--- src/rtl/rob_pkg.sv ---
// ---------------------------------------------------------------------------
// rob_pkg
// Shared widths and types for the rename/allocate stage. The register status
// table imports the same package.
//   REG            : MSB index of a register specifier (32 registers)
//   ROB            : MSB index of a ROB tag (8 entries)
//   ROB_DEPTH      : number of ROB entries
//   robTag_t       : ROB entry tag
//   regIdx_t       : architectural register index
//   robCnt_t       : occupancy count, 0..ROB_DEPTH inclusive
//   renameBundle_t : write bundle consumed by the register status table
// ---------------------------------------------------------------------------
package rob_pkg;

  localparam int REG       = 4;
  localparam int ROB       = 2;
  localparam int ROB_DEPTH = 2 ** (ROB + 1);

  typedef logic [ROB:0]   robTag_t;
  typedef logic [REG:0]   regIdx_t;
  typedef logic [ROB+1:0] robCnt_t;

  typedef struct packed {
    logic    we;
    regIdx_t destRegR;
    robTag_t destROB;
  } renameBundle_t;

endpackage

--- src/rtl/rob_allocate_if.sv ---
// ---------------------------------------------------------------------------
// rob_allocate_if
// Groups the decode, commit and rename-output signals of rob_allocate.
//   slave  : the allocator (receives decode/commit, drives rename outputs)
//   master : the environment (drives decode/commit, receives rename outputs)
// When ROB_STALL_COUNT_EN is defined, the 16-bit stallCycles output is added.
// ---------------------------------------------------------------------------
interface rob_allocate_if;
  import rob_pkg::*;

  logic    instrValid;
  logic    regWrite;
  regIdx_t destReg;
  logic    rsStall;
  logic    validCommit;
  robTag_t commitROB;
  logic    flush;

  logic    stallDecode;
  logic    we;
  regIdx_t destRegR;
  robTag_t destROB;
  logic    robValid;
  logic    robFull;
  logic    robEmpty;
  logic    commitErr;
`ifdef ROB_STALL_COUNT_EN
  logic [15:0] stallCycles;
`endif

  modport slave (
    input  instrValid, regWrite, destReg, rsStall, validCommit, commitROB, flush,
    output stallDecode, we, destRegR, destROB, robValid, robFull, robEmpty, commitErr
`ifdef ROB_STALL_COUNT_EN
    , output stallCycles
`endif
  );

  modport master (
    output instrValid, regWrite, destReg, rsStall, validCommit, commitROB, flush,
    input  stallDecode, we, destRegR, destROB, robValid, robFull, robEmpty, commitErr
`ifdef ROB_STALL_COUNT_EN
    , input stallCycles
`endif
  );

endinterface

--- src/rtl/rob_allocate_ptr_ctrl.sv ---
// ---------------------------------------------------------------------------
// rob_ptr_ctrl
// Circular head/tail allocator with an occupancy count.
//   clk, rst_n : clock, asynchronous active-low reset
//   i_alloc    : allocate the entry at tail
//   i_commit   : retire the entry at head (caller guarantees it is legal)
//   i_flush    : collapse tail onto head+1 and empty the buffer
//   o_head     : oldest live tag
//   o_tail     : next tag to allocate
//   o_full     : all entries allocated (from registered count)
//   o_empty    : no entries allocated (from registered count)
// ---------------------------------------------------------------------------
module rob_ptr_ctrl
  import rob_pkg::*;
(
  input  logic    clk,
  input  logic    rst_n,
  input  logic    i_alloc,
  input  logic    i_commit,
  input  logic    i_flush,
  output robTag_t o_head,
  output robTag_t o_tail,
  output logic    o_full,
  output logic    o_empty
);

  robTag_t r_head;
  robTag_t r_tail;
  robCnt_t r_count;

  always_ff @(posedge clk or negedge rst_n) begin
    if (!rst_n) begin
      r_head  <= '0;
      r_tail  <= '0;
      r_count <= '0;
    end else if (i_flush) begin
      // The flushing instruction itself retires, so the new head is one past it.
      r_head  <= r_head + 1'b1;
      r_tail  <= r_head + 1'b1;
      r_count <= '0;
    end else begin
      if (i_alloc)  r_tail <= r_tail + 1'b1;
      if (i_commit) r_head <= r_head + 1'b1;
      case ({i_alloc, i_commit})
        2'b10:   r_count <= r_count + 1'b1;
        2'b01:   r_count <= r_count - 1'b1;
        default: r_count <= r_count;
      endcase
    end
  end

  assign o_head  = r_head;
  assign o_tail  = r_tail;
  assign o_full  = (r_count == robCnt_t'(ROB_DEPTH));
  assign o_empty = (r_count == '0);

endmodule

--- src/rtl/rob_allocate.sv ---
// ---------------------------------------------------------------------------
// rob_allocate
// Rename/allocate stage: assigns each accepted decoded instruction the next
// free ROB tag and registers the rename bundle for the register status table.
//   clk          : system clock
//   globalResetN : asynchronous active-low reset
//   bus          : rob_allocate_if.slave (decode, commit, rename outputs)
// Optional macro ROB_STALL_COUNT_EN adds a saturating count of cycles in which
// a valid instruction met a full ROB.
// ---------------------------------------------------------------------------
module rob_allocate
  import rob_pkg::*;
(
  input  logic           clk,
  input  logic           globalResetN,
  rob_allocate_if.slave  bus
);

  robTag_t       w_head;
  robTag_t       w_tail;
  logic          w_full;
  logic          w_empty;
  logic          w_flush;
  logic          w_stall;
  logic          w_accept;
  logic          w_tag_match;
  logic          w_commit;
  logic          w_err;

  renameBundle_t r_bundle;
  logic          r_rob_valid;
  logic          r_commit_err;

  assign w_flush     = bus.validCommit & bus.flush;
  assign w_stall     = w_full | bus.rsStall;
  // Flush wins over allocation: the decode instruction of a flush cycle is dropped.
  assign w_accept    = bus.instrValid & ~w_stall & ~w_flush;
  assign w_tag_match = (bus.commitROB == w_head);
  // Only an in-order commit into a non-empty buffer moves the head.
  assign w_commit    = bus.validCommit & ~bus.flush & w_tag_match & ~w_empty;
  // Out-of-order tag is illegal even on a flush; committing from empty is illegal.
  assign w_err       = bus.validCommit & (~w_tag_match | (~bus.flush & w_empty));

  rob_ptr_ctrl u_ptr_ctrl (
    .clk      (clk),
    .rst_n    (globalResetN),
    .i_alloc  (w_accept),
    .i_commit (w_commit),
    .i_flush  (w_flush),
    .o_head   (w_head),
    .o_tail   (w_tail),
    .o_full   (w_full),
    .o_empty  (w_empty)
  );

  always_ff @(posedge clk or negedge globalResetN) begin
    if (!globalResetN) begin
      r_bundle     <= '0;
      r_rob_valid  <= 1'b0;
      r_commit_err <= 1'b0;
    end else begin
      r_rob_valid <= w_accept;
      r_bundle.we <= w_accept & bus.regWrite;
      // Tag and register hold when nothing is allocated.
      if (w_accept) begin
        r_bundle.destRegR <= bus.destReg;
        r_bundle.destROB  <= w_tail;
      end
      if (w_err) r_commit_err <= 1'b1;
    end
  end

`ifdef ROB_STALL_COUNT_EN
  logic [15:0] r_stall_cycles;

  always_ff @(posedge clk or negedge globalResetN) begin
    if (!globalResetN) begin
      r_stall_cycles <= '0;
    end else if (w_flush) begin
      r_stall_cycles <= '0;
    end else if (bus.instrValid & w_full & (r_stall_cycles != 16'hFFFF)) begin
      r_stall_cycles <= r_stall_cycles + 16'd1;
    end
  end

  assign bus.stallCycles = r_stall_cycles;
`endif

  assign bus.stallDecode = w_stall;
  assign bus.we          = r_bundle.we;
  assign bus.destRegR    = r_bundle.destRegR;
  assign bus.destROB     = r_bundle.destROB;
  assign bus.robValid    = r_rob_valid;
  assign bus.robFull     = w_full;
  assign bus.robEmpty    = w_empty;
  assign bus.commitErr   = r_commit_err;

endmodule

--- src/flat_wrapper.sv ---
// flat-port wrapper written by rule: the top's interface ports become plain ports
module rob_allocate_flat import rob_pkg::*;
  (clk, globalResetN, bus_instrValid, bus_regWrite, bus_destReg, bus_rsStall, bus_validCommit, bus_commitROB, bus_flush, bus_stallDecode, bus_we, bus_destRegR, bus_destROB, bus_robValid, bus_robFull, bus_robEmpty, bus_commitErr);
  rob_allocate_if bus_i ();
  input  logic clk;
  input  logic globalResetN;
  input wire logic [$bits(bus_i.instrValid)-1:0] bus_instrValid;
  input wire logic [$bits(bus_i.regWrite)-1:0] bus_regWrite;
  input wire logic [$bits(bus_i.destReg)-1:0] bus_destReg;
  input wire logic [$bits(bus_i.rsStall)-1:0] bus_rsStall;
  input wire logic [$bits(bus_i.validCommit)-1:0] bus_validCommit;
  input wire logic [$bits(bus_i.commitROB)-1:0] bus_commitROB;
  input wire logic [$bits(bus_i.flush)-1:0] bus_flush;
  output wire logic [$bits(bus_i.stallDecode)-1:0] bus_stallDecode;
  output wire logic [$bits(bus_i.we)-1:0] bus_we;
  output wire logic [$bits(bus_i.destRegR)-1:0] bus_destRegR;
  output wire logic [$bits(bus_i.destROB)-1:0] bus_destROB;
  output wire logic [$bits(bus_i.robValid)-1:0] bus_robValid;
  output wire logic [$bits(bus_i.robFull)-1:0] bus_robFull;
  output wire logic [$bits(bus_i.robEmpty)-1:0] bus_robEmpty;
  output wire logic [$bits(bus_i.commitErr)-1:0] bus_commitErr;
  assign bus_i.instrValid = bus_instrValid;
  assign bus_i.regWrite = bus_regWrite;
  assign bus_i.destReg = bus_destReg;
  assign bus_i.rsStall = bus_rsStall;
  assign bus_i.validCommit = bus_validCommit;
  assign bus_i.commitROB = bus_commitROB;
  assign bus_i.flush = bus_flush;
  assign bus_stallDecode = bus_i.stallDecode;
  assign bus_we = bus_i.we;
  assign bus_destRegR = bus_i.destRegR;
  assign bus_destROB = bus_i.destROB;
  assign bus_robValid = bus_i.robValid;
  assign bus_robFull = bus_i.robFull;
  assign bus_robEmpty = bus_i.robEmpty;
  assign bus_commitErr = bus_i.commitErr;
  rob_allocate u_core (.clk(clk), .globalResetN(globalResetN), .bus(bus_i));
endmodule
--- config.mk ---
export PLATFORM = sky130hd
export DESIGN_NAME = rob_allocate_flat
export DESIGN_NICKNAME = d
export VERILOG_FILES = /design/src/rtl/rob_pkg.sv /design/src/rtl/rob_allocate_if.sv /design/src/rtl/rob_allocate_ptr_ctrl.sv /design/src/rtl/rob_allocate.sv /design/src/flat_wrapper.sv
export SDC_FILE = /design/constraint.sdc
export NUM_CORES = 1
export LEC_CHECK = 0
export CORE_ASPECT_RATIO = 1.4
export CORE_MARGIN = 5
export CORE_UTILIZATION = 32
export CTS_BUF_LIST = sky130_fd_sc_hd__clkbuf_4 sky130_fd_sc_hd__clkbuf_8
export CTS_CLUSTER_DIAMETER = 60
export CTS_CLUSTER_SIZE = 8
export DETAILED_ROUTE_END_ITERATION = 6
export HOLD_SLACK_MARGIN = 0.06
export SLEW_MARGIN = 20
export SYNTH_ARGS = -nofsm -noshare
export SYNTH_HDL_FRONTEND = slang
export SYNTH_HIERARCHICAL = 1
export SYNTH_SLANG_ARGS = --single-unit
--- constraint.sdc ---
create_clock -name clk -period 5.92 [get_ports clk]
set_clock_uncertainty 0.15 [all_clocks]
set_input_delay 1.184 -clock clk [delete_from_list [all_inputs] [get_ports clk]]
set_output_delay 1.184 -clock clk [all_outputs]
set_load 0.01 [all_outputs]
==> results of run 1 <==
-- worst max-delay path, cell delays in order --
cell and delay (ps):
clkdlybuf4s50_1 500, nor2_4 60, inv_1 80, clkdlybuf4s50_1 530
-- cell type report --
class	count	area share, %
multi-input cells	67	36.2
flip-flops and latches	21	35.9
repair buffers	29	19.3
inverters	7	1.80
clock buffers	4	3.34
well taps	40	3.42
-- power breakdown --
| part | switching, mW | internal, mW | total, mW |
|---|---|---|---|
| logic | 0.0942 | 0.122 | 0.216 |
| registers | 0.0455 | 0.191 | 0.237 |
| clock network | 0.0440 | 0.0524 | 0.0963 |
-- per-stage QoR --
stage | area (um^2) | setup WS (ps)
floorplan | 1120 | 2790
global placement | 1420 | 2130
detailed placement | 1420 | 2000
CTS | 1470 | 2210
global route | 1460 | 2130
finish | 1460 | 2230
-- worst paths after layout --
path,endpoint
max in group asynchronous,u_core/bus.destRegR[2]$_DFFE_PN0P_
hold reg to reg,u_core/bus.commitErr$_DFFE_PN0P_
setup reg to reg,u_core/u_ptr_ctrl/r_count[3]$_DFFE_PN0P_
hold / removal,u_core/bus.commitErr$_DFFE_PN0P_
setup / recovery,bus_stallDecode
min in group asynchronous,u_core/u_ptr_ctrl/o_head[2]$_DFFE_PN0P_
-- cells by family after synthesis --
family / after synthesis / synth area share [%]
flops: 21 / 46.9
mux: 11 / 10.8
xor+xnor: 10 / 7.82
buf+inv: 11 / 5.81
simple gates: 29 / 14.7
compound gates: 13 / 9.39
fa+ha+maj: 4 / 4.47
-- routing by layer --
layer  vias up  routed length (um)
li1        406                   -
met1       388                 958
met2        21                1210
met3         2                 151
met4         0                  34
met5         -                   0
-- cells in the mapped netlist (all sizes together), types with 2 or more instances --
cell	count	area, um^2
nor4	3	18.8
ha	4	50.1
nand2	5	18.8
xnor2	2	17.5
inv	7	26.3
buf	4	38.8
mux2i	2	20.0
mux2	9	101
nand4	2	12.5
xor2	8	70.1
nor2	11	48.8
o21ai	4	20.0
nor2b	2	12.5
dfrtp	21	526
-- registers in the layout, indices dropped and copies added, names as in the netlist --
register and flops:
u_core/bus.destRegR 5, u_core/u_ptr_ctrl/r_count 4, u_core/bus.destROB 3, u_core/u_ptr_ctrl/o_head 3
u_core/u_ptr_ctrl/o_tail 3, u_core/bus.commitErr 1, u_core/bus.robValid 1, u_core/bus.we 1
==> out/results.tsv, run 1 <==
metric	value	unit
status	finished, final reports clean	
synthArstFlopShare	100	%
power_density	376	mW/mm^2
critPathCaptureType	output port	
maxCapViolations	0	
slew_viol_final	0	
arrival	2360	ps
fp.coreArea	0.00338	mm^2
synth_edf_count	0	
nets	148	
layout_common_cells	27 x clkdlybuf4s50_1, 21 x dfrtp_1, 10 x nor2_1	
dieHeight	80.0	um
regArea	526	um^2
antenna_found_initial	0	
drc	0	
rows	25	
clockBufferDepth	2	
ff2ff_path_depth	9	
slew_headroom	62.1	%
critPathLaunchType	primary input	
met1_usage	13.4	%
synth-seq-cells	21	
gr-total-overflow	0	
whs	323	ps
final_common_cell	clkdlybuf4s50_1	
busiest_layer	met2	
viasPerCell	4.86	
finalSetupTns	0	ps
met3_usage	0.809	%
rsz0062_at_grt	false	
dieArea	0.00480	mm^2
clkLatencyLatePin	250	ps
synth.avg_cell_area	11.3	um^2
grt_use_total	10.9	%
final_cells	168	
grt_pass1_vias	842	
antenna_left	0	
io_buffer_count	28	
fin_crit	3690	ps
worstMarginPinSlew	564	ps
synthesis.nets	118	
power	0.549	mW
vias	817	
cts_max_level	1	
synth_cell_type_count	31	
multiInputGateArea	529	um^2
reg2reg_from	u_core/u_ptr_ctrl/r_count[1]$_DFFE_PN0P_	
yosysSeqAreaShare	46.9	%
fin_util	43.3	%
postCtsHoldBufs	0	
areaGrowthSynthToFinish	30.6	%
hold_class	register to register	
crit_path_start	bus_rsStall	
post_drt_wl_per_cell	14.0	um
clkTransAtPathRegs	70	ps
die_x	60.0	um
netlist_area	0.00112	mm^2
start_util	33.1	%
drt_iter0_markers	34	
num_antenna_cells	0	
setup_viol	0	
cts_root_buf	clkbuf_8	
cts_buffers	3	
required	4590	ps
dp_cells	164	
crit_type	primary input to output port	
dp.final_hpwl	1.86	mm
ir_worst_vdd	154	uV
n_fill_cell	331	
syn_inst	99	
yosysWarnings	6	
drt_wl_total	2.35	mm
fmaxAchievable	271	MHz
synth_ff_type	dfrtp_1	
hold_viol	0	
final_layout_size_suffix_gt1_share	14.8	%
cp_max_fo	2	
ios	29	
drt_first_pass_iters	2	
cts_tree	yes	
clkSinkCount	21	
power.leakage	0.628	nW
place_congestion	0.706	
grt_pass1_wl	4.00	mm
hold_path.startpoint	u_core/bus.commitErr$_DFFE_PN0P_	
post-cts-setup-buffer-count	0	
min_path_cells	1	
r2r_slack	2800	ps
ctsResizeCount	0	
grtUsageMet2	18.7	%
fin_crit_sh	62.3	%
grt_max_degree	22	
Note: power is estimated with default switching activity, not from simulation.
==> inputs of run 2 (changes only) <==
clock period = 3.7 ns   (was 5.92 ns; I/O delays follow)
==> run 2 against run 1 <==
  * Sequential share of layout area decreased by 0.18 points
  * Highest routed layer unchanged
  * Utilization up 0.22 points
  * Register-to-register slack worse by 2000 ps
  * Non-clock buffer count grew 1
  * Worst hold slack got worse by 44 ps
  * Critical path type is now primary input to register
  * Via count up 3.7%
  * Final area up 0.51%
  * Sequential power up 59%
  * Critical path depth up 4
  * Largest power group unchanged
  * Clock power rose by 59%
  * Combinational power increased by 63%
  * Die area did not move
==> out/results.tsv, run 2 (synthesized netlist as in run 1, its figures left out) <==
metric	value	unit	change
io_buffer_count	28		unchanged
grt_max_degree	22		unchanged
required	3740	ps	-850 ps
grtUsageMet2	19.3	%	+0.54 points
final_common_cell	clkdlybuf4s50_1		
vias	847		+3.7%
regArea	526	um^2	unchanged
post_drt_wl_per_cell	14.0	um	-0.17%
crit_buf_inv	1		-2
status	finished, final reports clean		
final_cells	169		+0.60%
grt_pass1_wl	4.00	mm	+0.18%
drt_wl_total	2.36	mm	+0.42%
drt_first_pass_iters	3		+1
fin_crit_sh	78.5	%	
grt_pass1_vias	906		+7.6%
rows	25		unchanged
postCtsHoldBufs	0		unchanged
cts_buffers	3		unchanged
post-cts-setup-buffer-count	0		unchanged
drc	0		unchanged
power	0.883	mW	+61%
antenna_left	0		unchanged
rsz0062_at_grt	false		
cts_root_buf	clkbuf_8		
dieArea	0.00480	mm^2	unchanged
place_congestion	0.738		+4.5%
cp_max_fo	4		+2
slew_viol_final	0		unchanged
ios	29		unchanged
num_antenna_cells	0		unchanged
power_frac_seq	42.8	%	-0.3 points
slowest_stage	clkdlybuf4s50_1		
fmaxAchievable	344	MHz	
ir_worst_vdd	276	uV	+79%
crit_chain	clkdlybuf4s50_1 > xor2_1 > nor4_1 > and2b_4 > ha_1 > a31o_1 > a2111oi_0 > nand4b_1		
hold_class	primary input to asynchronous set/reset pin		
fin_crit	2900	ps	
power.internal	0.587	mW	+61%
met3_usage	1.46	%	+0.65 points
dp.final_hpwl	1.89	mm	+1.6%
max_stage_delay	420	ps	-110 ps
largestRegisters	u_core/bus.destRegR (5), u_core/u_ptr_ctrl/r_count (4)		
crit_type	primary input to register		
fp.coreArea	0.00338	mm^2	unchanged
layout_common_cells	27 x clkdlybuf4s50_1, 21 x dfrtp_1, 10 x nor2_1		
multiInputGateArea	529	um^2	unchanged
power.share.clock	17.4	%	about the same
cts_max_level	1		unchanged
path_depth	8		+4
largest_reg_flops	5		unchanged
antenna_found_initial	0		unchanged
start_util	33.1	%	unchanged
gr-total-overflow	0		unchanged
setup_viol	0		unchanged
worstMarginPinSlew	608	ps	+44.6 ps
maxCapViolations	0		unchanged
power.leakage	0.633	nW	+0.84%
clkLatencyLatePin	250	ps	about the same
critPathCaptureType	register		
dieHeight	80.0	um	unchanged
dp_cells	165		+0.61%
clkSinkCount	21		unchanged
clkTransAtPathRegs	80	ps	about the same
power_density	601	mW/mm^2	+60%
arrival	2940	ps	+580 ps
regMostFlops	u_core/bus.destRegR		
cts_tree	yes		
drt_iter0_markers	7		-79%
ctsResizeCount	0		unchanged
hold_viol	0		unchanged
ff2ff_path_depth	9		unchanged
n_fill_cell	334		+0.91%
areaGrowthSynthToFinish	31.3	%	
viasPerCell	5.01		+3.1%
die_x	60.0	um	unchanged
met1_usage	12.2	%	-1.1 points
critPathLaunchType	primary input		
busiest_layer	met2		
comb_power_share	39.8	%	+0.5 points
final_layout_size_suffix_gt1_share	15.5	%	+0.66 points
slew_headroom	59.1	%	-3.0 points
switching_share	33.5	%	+0.073 points
switchingPower	0.296	mW	+61%
nets	149		+0.68%
finalSetupTns	0	ps	unchanged
clockBufferDepth	2		unchanged
crit_family	simple AND/OR/NAND/NOR gates		
grt_use_total	11.0	%	+0.025 points
[run 2: changes by cell type in the layout (fill, tap and decap cells not counted), sizes merged]
cell  delta
buf      +1
[run 2: worst paths after layout]
check,start,to,slack [ps]
max,bus_commitROB[1],u_core/u_ptr_ctrl/r_count[3]$_DFFE_PN0P_,800
min,globalResetN,u_core/bus.destROB[2]$_DFFE_PN0P_,280
max reg2reg,u_core/u_ptr_ctrl/r_count[1]$_DFFE_PN0P_,u_core/u_ptr_ctrl/r_count[3]$_DFFE_PN0P_,820
min reg2reg,u_core/bus.commitErr$_DFFE_PN0P_,u_core/bus.commitErr$_DFFE_PN0P_,330
max in group asynchronous,globalResetN,u_core/bus.destRegR[0]$_DFFE_PN0P_,2790
min in group clk,u_core/bus.commitErr$_DFFE_PN0P_,u_core/bus.commitErr$_DFFE_PN0P_,330
[run 2: layout make-up]
class	instances	area share (%)
well taps	40	3.40
clock buffers	4	3.32
repair buffers	30	19.7
flip-flops and latches	21	35.7
inverters	7	1.79
multi-input cells	67	36.0
[run 2: stage by stage]
stage / utilization [%] / hold WS [ps] / setup WS [ps] / instance area, um^2
floorplan: - / 294 / 768 / 1120
global placement: 42.2 / 302 / 578 / 1430
detailed placement: 42.2 / 314 / 490 / 1430
CTS: 43.7 / 333 / 770 / 1480
global route: 43.5 / 320 / 538 / 1470
finish: 43.5 / 280 / 796 / 1470
[run 2: routing by layer]
layer	share of wire [%]	routed length, um	up-vias
li1	-	-	405
met2	52	1220	23
met5	0	0	-
met1	40	953	417
met3	6.3	150	2
met4	1.4	34	0
[run 2: power by group through the flow]
stage	sequential [mW]	clock, mW	combinational (mW)
floorplan	0.376	0	0.212
global placement	0.380	0	0.344
detailed placement	0.384	0	0.356
CTS	0.379	0.160	0.360
global route	0.389	0.168	0.390
finish	0.378	0.153	0.352
